===== src/rtl/hazard_scoreboard.sv =====
// Hazard unit: operand forwarding into D/E/M, Tuse/Tnew stalls and mult/div busy tracking.
// Latency: forward/stall outputs are combinational; shadow slots advance on every clk edge.
// Backpressure: stall freezes PC/D and bubbles E; flush kills D, E and M on the next edge.
module hazard_scoreboard #(
    parameter int DATA_W   = 32,
    parameter int AW       = 5,
    parameter int TW       = 2,
    parameter int MULT_CYC = 5,
    parameter int DIV_CYC  = 10
) (
    input  logic              clk,
    input  logic              reset,
    input  logic              flush,
    input  logic [AW-1:0]     D_A1,
    input  logic [AW-1:0]     D_A2,
    input  logic              D_A1use,
    input  logic              D_A2use,
    input  logic [TW-1:0]     D_Tuse1,
    input  logic [TW-1:0]     D_Tuse2,
    input  logic [AW-1:0]     D_A3,
    input  logic              D_RegWrite,
    input  logic [TW-1:0]     D_Tnew,
    input  logic [1:0]        D_md_op,
    input  logic [DATA_W-1:0] D_RD1,
    input  logic [DATA_W-1:0] D_RD2,
    input  logic [DATA_W-1:0] E_RD1,
    input  logic [DATA_W-1:0] E_RD2,
    input  logic [DATA_W-1:0] M_WD,
    input  logic [DATA_W-1:0] E_fwd,
    input  logic [DATA_W-1:0] M_fwd,
    input  logic [DATA_W-1:0] W_fwd,
    output logic [DATA_W-1:0] D_RD1_FW,
    output logic [DATA_W-1:0] D_RD2_FW,
    output logic [DATA_W-1:0] E_RD1_FW,
    output logic [DATA_W-1:0] E_RD2_FW,
    output logic [DATA_W-1:0] M_WD_FW,
    output logic              stall,
    output logic              md_busy
);

    localparam int MAX_CYC = (MULT_CYC > DIV_CYC) ? MULT_CYC : DIV_CYC;
    localparam int CW      = $clog2(MAX_CYC + 1);
    localparam logic [CW-1:0] MULT_LD = CW'(MULT_CYC);
    localparam logic [CW-1:0] DIV_LD  = CW'(DIV_CYC);

    typedef struct packed {
        logic [AW-1:0] a3;
        logic          we;
        logic [TW-1:0] tnew;
    } prod_t;

    typedef struct packed {
        logic [AW-1:0] a1;
        logic [AW-1:0] a2;
        logic          a1use;
        logic          a2use;
        prod_t         p;
    } eslot_t;

    // M and W only keep the consumer fields that are still read downstream.
    typedef struct packed {
        logic [AW-1:0] a2;
        logic          a2use;
        prod_t         p;
    } mslot_t;

    localparam eslot_t E_BUBBLE = '0;
    localparam mslot_t M_BUBBLE = '0;
    localparam prod_t  W_BUBBLE = '0;

    eslot_t        e_q;
    mslot_t        m_q;
    prod_t         w_q;
    eslot_t        d_slot;
    logic [CW-1:0] cnt;
    logic          advance;

    function automatic prod_t age(input prod_t p);
        prod_t r;
        r = p;
        r.tnew = (p.tnew == '0) ? '0 : p.tnew - TW'(1);
        return r;
    endfunction

    function automatic logic hit(input prod_t p, input logic [AW-1:0] a);
        return p.we && (p.a3 != '0) && (p.a3 == a);
    endfunction

    function automatic logic ready(input prod_t p, input logic [AW-1:0] a);
        return hit(p, a) && (p.tnew == '0);
    endfunction

    function automatic logic late(input prod_t p, input logic [AW-1:0] a,
                                  input logic rd, input logic [TW-1:0] tuse);
        return rd && (a != '0) && hit(p, a) && (p.tnew > tuse);
    endfunction

    // Candidates are passed nearest-first; the first ready one wins.
    function automatic logic [DATA_W-1:0] pick(
        input logic [AW-1:0] a, input logic rd, input logic [DATA_W-1:0] raw,
        input logic h0, input logic [DATA_W-1:0] d0,
        input logic h1, input logic [DATA_W-1:0] d1,
        input logic h2, input logic [DATA_W-1:0] d2);
        if (!rd)     return raw;
        if (a == '0) return '0;
        if (h0)      return d0;
        if (h1)      return d1;
        if (h2)      return d2;
        return raw;
    endfunction

    assign d_slot = '{a1: D_A1, a2: D_A2, a1use: D_A1use, a2use: D_A2use,
                      p: '{a3: D_A3, we: D_RegWrite, tnew: D_Tnew}};

    assign md_busy = (cnt != '0);

    assign stall = late(e_q.p, D_A1, D_A1use, D_Tuse1)
                 | late(m_q.p, D_A1, D_A1use, D_Tuse1)
                 | late(e_q.p, D_A2, D_A2use, D_Tuse2)
                 | late(m_q.p, D_A2, D_A2use, D_Tuse2)
                 | ((D_md_op != 2'd0) && md_busy);

    assign advance = !stall && !flush;

    assign D_RD1_FW = pick(D_A1, D_A1use, D_RD1,
                           ready(e_q.p, D_A1), E_fwd,
                           ready(m_q.p, D_A1), M_fwd,
                           ready(w_q, D_A1), W_fwd);
    assign D_RD2_FW = pick(D_A2, D_A2use, D_RD2,
                           ready(e_q.p, D_A2), E_fwd,
                           ready(m_q.p, D_A2), M_fwd,
                           ready(w_q, D_A2), W_fwd);
    assign E_RD1_FW = pick(e_q.a1, e_q.a1use, E_RD1,
                           ready(m_q.p, e_q.a1), M_fwd,
                           ready(w_q, e_q.a1), W_fwd,
                           1'b0, '0);
    assign E_RD2_FW = pick(e_q.a2, e_q.a2use, E_RD2,
                           ready(m_q.p, e_q.a2), M_fwd,
                           ready(w_q, e_q.a2), W_fwd,
                           1'b0, '0);
    assign M_WD_FW  = pick(m_q.a2, m_q.a2use, M_WD,
                           ready(w_q, m_q.a2), W_fwd,
                           1'b0, '0, 1'b0, '0);

    always_ff @(posedge clk) begin
        if (reset) begin
            e_q <= E_BUBBLE;
            m_q <= M_BUBBLE;
            w_q <= W_BUBBLE;
            cnt <= '0;
        end else begin
            w_q <= flush ? W_BUBBLE : age(m_q.p);
            m_q <= flush ? M_BUBBLE : '{a2: e_q.a2, a2use: e_q.a2use, p: age(e_q.p)};
            e_q <= advance ? d_slot : E_BUBBLE;
            // A running mult/div keeps counting through a flush.
            if (advance && (D_md_op == 2'd1)) begin
                cnt <= MULT_LD;
            end else if (advance && (D_md_op == 2'd2)) begin
                cnt <= DIV_LD;
            end else if (cnt != '0) begin
                cnt <= cnt - CW'(1);
            end
        end
    end

endmodule


===== config.mk =====
export PLATFORM = sky130hd
export DESIGN_NAME = hazard_scoreboard
export DESIGN_NICKNAME = d
export VERILOG_FILES = /design/src/rtl/hazard_scoreboard.sv
export SDC_FILE = /design/constraint.sdc
export NUM_CORES = 1
export LEC_CHECK = 0
export CAP_MARGIN = 5
export CORE_AREA = 2 2 172 174
export CTS_CLUSTER_DIAMETER = 100
export DETAILED_ROUTE_END_ITERATION = 12
export DIE_AREA = 0 0 174 176
export GPL_TIMING_DRIVEN = 0
export SKIP_LAST_GASP = 1
export SLEW_MARGIN = 20
export SYNTH_ARGS = -nofsm -noshare
export SYNTH_HDL_FRONTEND = slang
export SYNTH_SLANG_ARGS = --single-unit

===== constraint.sdc =====
create_clock -name clk -period 3.15 [get_ports clk]
set_input_delay 0.315 -clock clk [delete_from_list [all_inputs] [get_ports clk]]
set_output_delay 0.315 -clock clk [all_outputs]
set_load 0.01 [all_outputs]

Word level (Yosys, flattened, before mapping)
Index checks and enable logic that the tools add are counted.

$add $sub $neg: 3. $mul: 0. Divide/modulo/power cells: 0. $lt $le $gt $ge: 4. Equality and inequality tests: 13. Shifts and indexed selects: 0. Multiplexer cells: 96. Bitwise logic cells: 5. Reductions and logical operators: 63.

Operator list (count): 32-bit 2-to-1 mux (42); 5-bit equality test (11); 1-bit 2-to-1 mux (51); 1-bit logical AND (39); 5-bit logical NOT (5); 5-bit nonzero test (5); 2-bit greater-than comparator (4); 4-bit 2-to-1 mux (2); 2-bit logical NOT (3); 2-bit OR reduction (3); 3-bit OR reduction (2); 1-bit OR (4); 2-bit nonzero test (2); 4-bit nonzero test (1); 2-bit by 1-bit subtractor with 2-bit output (second input constant) (2); 4-bit by 1-bit subtractor with 4-bit output (second input constant) (1); 3-bit 2-to-1 mux (1); 3-bit nonzero test (1); 2-bit by 1-bit equality test with 1-bit output (second input constant) (1); 2-bit equality test (second input constant) (1); 1-bit logical NOT (2); 1-bit NOT (1).

Register bits after elaboration: 46. Latch bits: 0. RAM bits: 0. Bits in read-only memories: 0. Output and inout port bits: 162. Memories: 0.

Logic depth before layout (Yosys ltp)
Word-level depth: 19. Gate-level depth with buffers: 10. Mapped depth without buffers: 8.

Least setup slack after synthesis
OpenSTA, ideal clock, no wires.

Path kind: input port to output port. Start point: input port D_A1[4]. End point: output port D_RD1_FW[16]. Arrival time: 2138 ps. Path slack: 697 ps. Stages: 9. Buffers on the path: 3. Path through: buf_2 xnor2_1 nand3_1 or3_1 buf_2 nand2_1 clkbuf_1 a21oi_1 o41ai_1.

Longest elaborated chain between the ends: 13. Elaborated cells on any way between the ends: 33. Those cells by class: eq/ne: 3; mux: 23; reduce/logical: 7.

RTL lines: start, declared (line 14) `input logic [AW-1:0] D_A1,`; 5-bit equality test (line 86) `return p.we && (p.a3 != '0) && (p.a3 == a);`; 1-bit logical AND (line 86); 1-bit logical AND (line 90) `return hit(p, a) && (p.tnew == '0);`; 1-bit 2-to-1 mux (2 in series) (line 108) `if (h2) return d2;`; 1-bit 2-to-1 mux (line 107) `if (h1) return d1;`; 1-bit 2-to-1 mux (line 106) `if (h0) return d0;`; 1-bit 2-to-1 mux (line 105) `if (a == '0) return '0;`; 32-bit 2-to-1 mux (line 109) `return raw;`; 32-bit 2-to-1 mux (line 108); 32-bit 2-to-1 mux (line 107); 32-bit 2-to-1 mux * (line 106); 32-bit 2-to-1 mux * (line 105); end, declared (line 32) `output logic [DATA_W-1:0] D_RD1_FW,`.

Every way passes the cells marked *; elsewhere a longest branch is shown, timed or not. The select of a mux whose other input is x is not followed.

Worst setup path after layout
Start point: register w_q[4] (netlist bit). End point: output port M_WD_FW[24].

Longest elaborated chain between the ends: 10. Elaborated cells on any way between the ends: 12. Those cells by class: eq/ne: 1; mux: 7; reduce/logical: 4.

RTL lines: start, declared (line 73) `prod_t w_q;`; start signal, assigned (line 152) `w_q <= flush ? W_BUBBLE : age(m_q.p);`; 5-bit nonzero test (line 86); 1-bit logical AND (line 86); 1-bit logical AND * (line 86); 1-bit logical AND * (line 90); 1-bit 2-to-1 mux (2 in series) (line 106); 1-bit 2-to-1 mux (line 105); 32-bit 2-to-1 mux * (line 107); 32-bit 2-to-1 mux * (line 106); 32-bit 2-to-1 mux * (line 105); end, declared (line 36) `output logic [DATA_W-1:0] M_WD_FW,`.

Marks and branches as above.

==> run summary <==
Post-DP HPWL: 38700 microns
Fin. Hold Viols: 0
Synth warn: 0
Layout cells sized above 1: 16.0%
Critical path class: flop to output port
Synth Area in Simple Gates: 16.6%
Net Sw Power: 1.18 mW
Area Growth Syn to Fin: 73.5%
Core area: 28500 sq um
Synthesized cell area: 7620 sq um
Mux contribution to synthesized area: 4.35%
Int Power: 1.83 mW
Root buffer cell: clkbuf_16
Clk slew on worst S/H paths: 0.06 ns
Final worst-path cycle share: 99.1%
Synthesized net count: 1380
Tmin final: 3.12 ns
Combinational family with the most area after synthesis: compound AO/OA/AOI/OAI gates
Async SR Flop Fraction: 0%
Rel. slew slack: 46.6%
I/O Buffers: 444
Vias in the first global route: 10900
Fin cells: 1952
Combinational power share: 59.7%
Mean area per synthesized cell: 7.03 sq um
Top_reg_cell synth: dfxtp_1
DR DRC count: 0
Die area: 30600 sq um
Initial DRC Count: 1180
H-Tree Depth: 2
VDD IR max: 267 uV
Clock share of power: 17.2%
Crit path max fanout: 10
Status: finished, final reports clean
Clock Path Buffers: 2
Worst Clk Skew: 0.00667 ns
Gpl congestion: 0.920
Pwr dens: 227 nW/um^2
Initial Utilization: 26.7%
Max-cap viol count: 0
Number of hold buffers added after cts: 0
Most numerous cell in the Yosys netlist: a21oi_1
HP Class: input port to flop
Sequential share of the synthesized area: 12.1%
GRT overflow: 0
Compound-gate portion of the synthesized area: 47.4%
Worst setup EP type: output port
Cell taking the most area after synthesis: dfxtp_1
Row count: 62
Clock sink total: 46
Synth Area in XOR/XNOR: 6.44%
First-pass DRT Iterations: 5
Flop pwr share: 23.1%
Final Total Pwr: 3.01 mW
Vias per inst: 5.77
Final WL: 50200 microns
Synth cell types: 54
CTS Buf Count: 5
Die Y: 176 microns
GRT Util Overall: 30.7%
Pin count of the biggest net entering global routing: 13
Post-synth EDFFs: 0
Final ANT Viol Nets: 0
First-pass GRT wire length: 72000 microns
Sw frac: 39.1%
Cells on worst reg2reg path: 9
Hold Crit Depth: 2
RSZ-0062 raised after global routing: yes
Startpoint types: flop
Leak: 5.07 nW
Register bit total from synthesis: 46
Worst-Margin Slew: 0.802 ns
Synth area leaders: dfxtp_1, a21oi_1, o221ai_1
IO Pins: 447
Req. time, crit path: 2.83 ns
Yosys top cell area share: 12.1%
Chip Width: 174 microns
Post-synthesis adder-cell area fraction: 1.81%
Max-slew violations: 0
Arr. time, crit path: 2.81 ns
CTS tree: yes
Initial antenna violation count: 3
Skew-Pair Late Insertion Delay: 0.28 ns
Vias: 11300
Drt wl/cell: 25.7 microns
Setup-failing EPs final: 0
Max Clk Rate: 320 MHz
Placed insts: 1913
Mapped Cells: 1084
Synth top cells by count: a21oi_1, o21ai_0, inv_1, clkbuf_1, o221ai_1
Nets: 1861
==> logic make-up after synthesis <==
logic type | after synthesis
DFF | 46
adders and majority gates | 11
xor gates and xnor gates | 56
muxes | 33
AOI/OAI and AO/OA | 528
and+or+nand+nor | 212
buffers and inverters | 198
==> critical path, cell delays in order (launching register included) <==
cell	delay [ns]
dfxtp_4	0.37
or4_4	0.57
o211ai_4	0.29
buf_12	0.16
nor4_2	0.05
and3b_2	0.29
buf_6	0.15
buf_8	0.14
a22o_1	0.23
clkdlybuf4s15_1	0.28
==> state kept, by name, indices dropped and copies added, names as in the netlist <==
register  cells
m_q          14
e_q          20
w_q           8
cnt           4
==> power groups by stage <==
stage               Sequential [mW]  Clock, mW  Combinational (mW)
floorplan                     0.688          0               0.763
global placement              0.701          0                1.83
detailed placement            0.702          0                1.85
CTS                           0.691      0.525                1.77
global route                  0.703      0.548                1.92
finish                        0.695      0.516                1.80
==> through the flow <==
stage	hold slack, ns	area [sq um]	utilization (%)	worst slack, ns	setup TNS [ns]
after floorplan	0.384	7620	-	0.697	0
after global routing	0.428	13200	46.3	-0.0448	-0.122
final	0.419	13200	46.3	0.0277	0
after detailed placement	0.415	12600	44.0	-1.45	-77.14
after CTS	0.390	13000	45.7	-0.153	-2.08
after global placement	0.412	12500	43.9	-1.29	-100.15
==> layout by cell type, fill, tap and decap left out, drive strengths merged, types with 46 or more instances in the layout <==
master / synthesis / layout
clkbuf: 67 / 83
nor2b: 57 / 57
buf: 47 / 125
o21ai: 127 / 127
o221ai: 64 / 64
dfxtp: 46 / 46
dlygate4sd2: 0 / 77
clkdlybuf4s50: 0 / 275
a21oi: 161 / 161
inv: 84 / 84
==> final cells by class <==
type                            count  area (sq um)
Fill cell                        2956         15300
Sequential cell                    46           932
Tap cell                          384           480
Antenna cell                        4          10.0
Inverter                           84           315
Buffer                            107           757
Timing Repair Buffer              480          4400
Clock buffer                        6           139
Multi-Input combinational cell    841          6180
==> worst paths after layout <==
kind                 from          end  slack, ns
setup reg to reg   m_q[5]      e_q[19]       0.63
hold / removal    D_A1[4]      e_q[19]       0.42
hold reg to reg    m_q[0]       w_q[0]       0.42
setup / recovery   w_q[4]  M_WD_FW[24]       0.03
==> routing by layer <==
layer,vias to the layer above,part of all wire [%],track usage [%]
met5,-,0,0
met3,95,7.7,4.87
met1,5408,41,40.2
met4,0,3.3,8.89
li1,5117,-,-
met2,639,48,52.1
==> timing repair <==
| action | in CTS | in global routing |
|---|---|---|
| buffers inserted | 21 | 14 |
| setup endpoints to repair | 161 | 153 |
| gates resized for setup | 450 | 144 |
| cloned | 0 | 1 |
| pin swaps | 24 | 18 |
(Power assumes the default switching activity.)
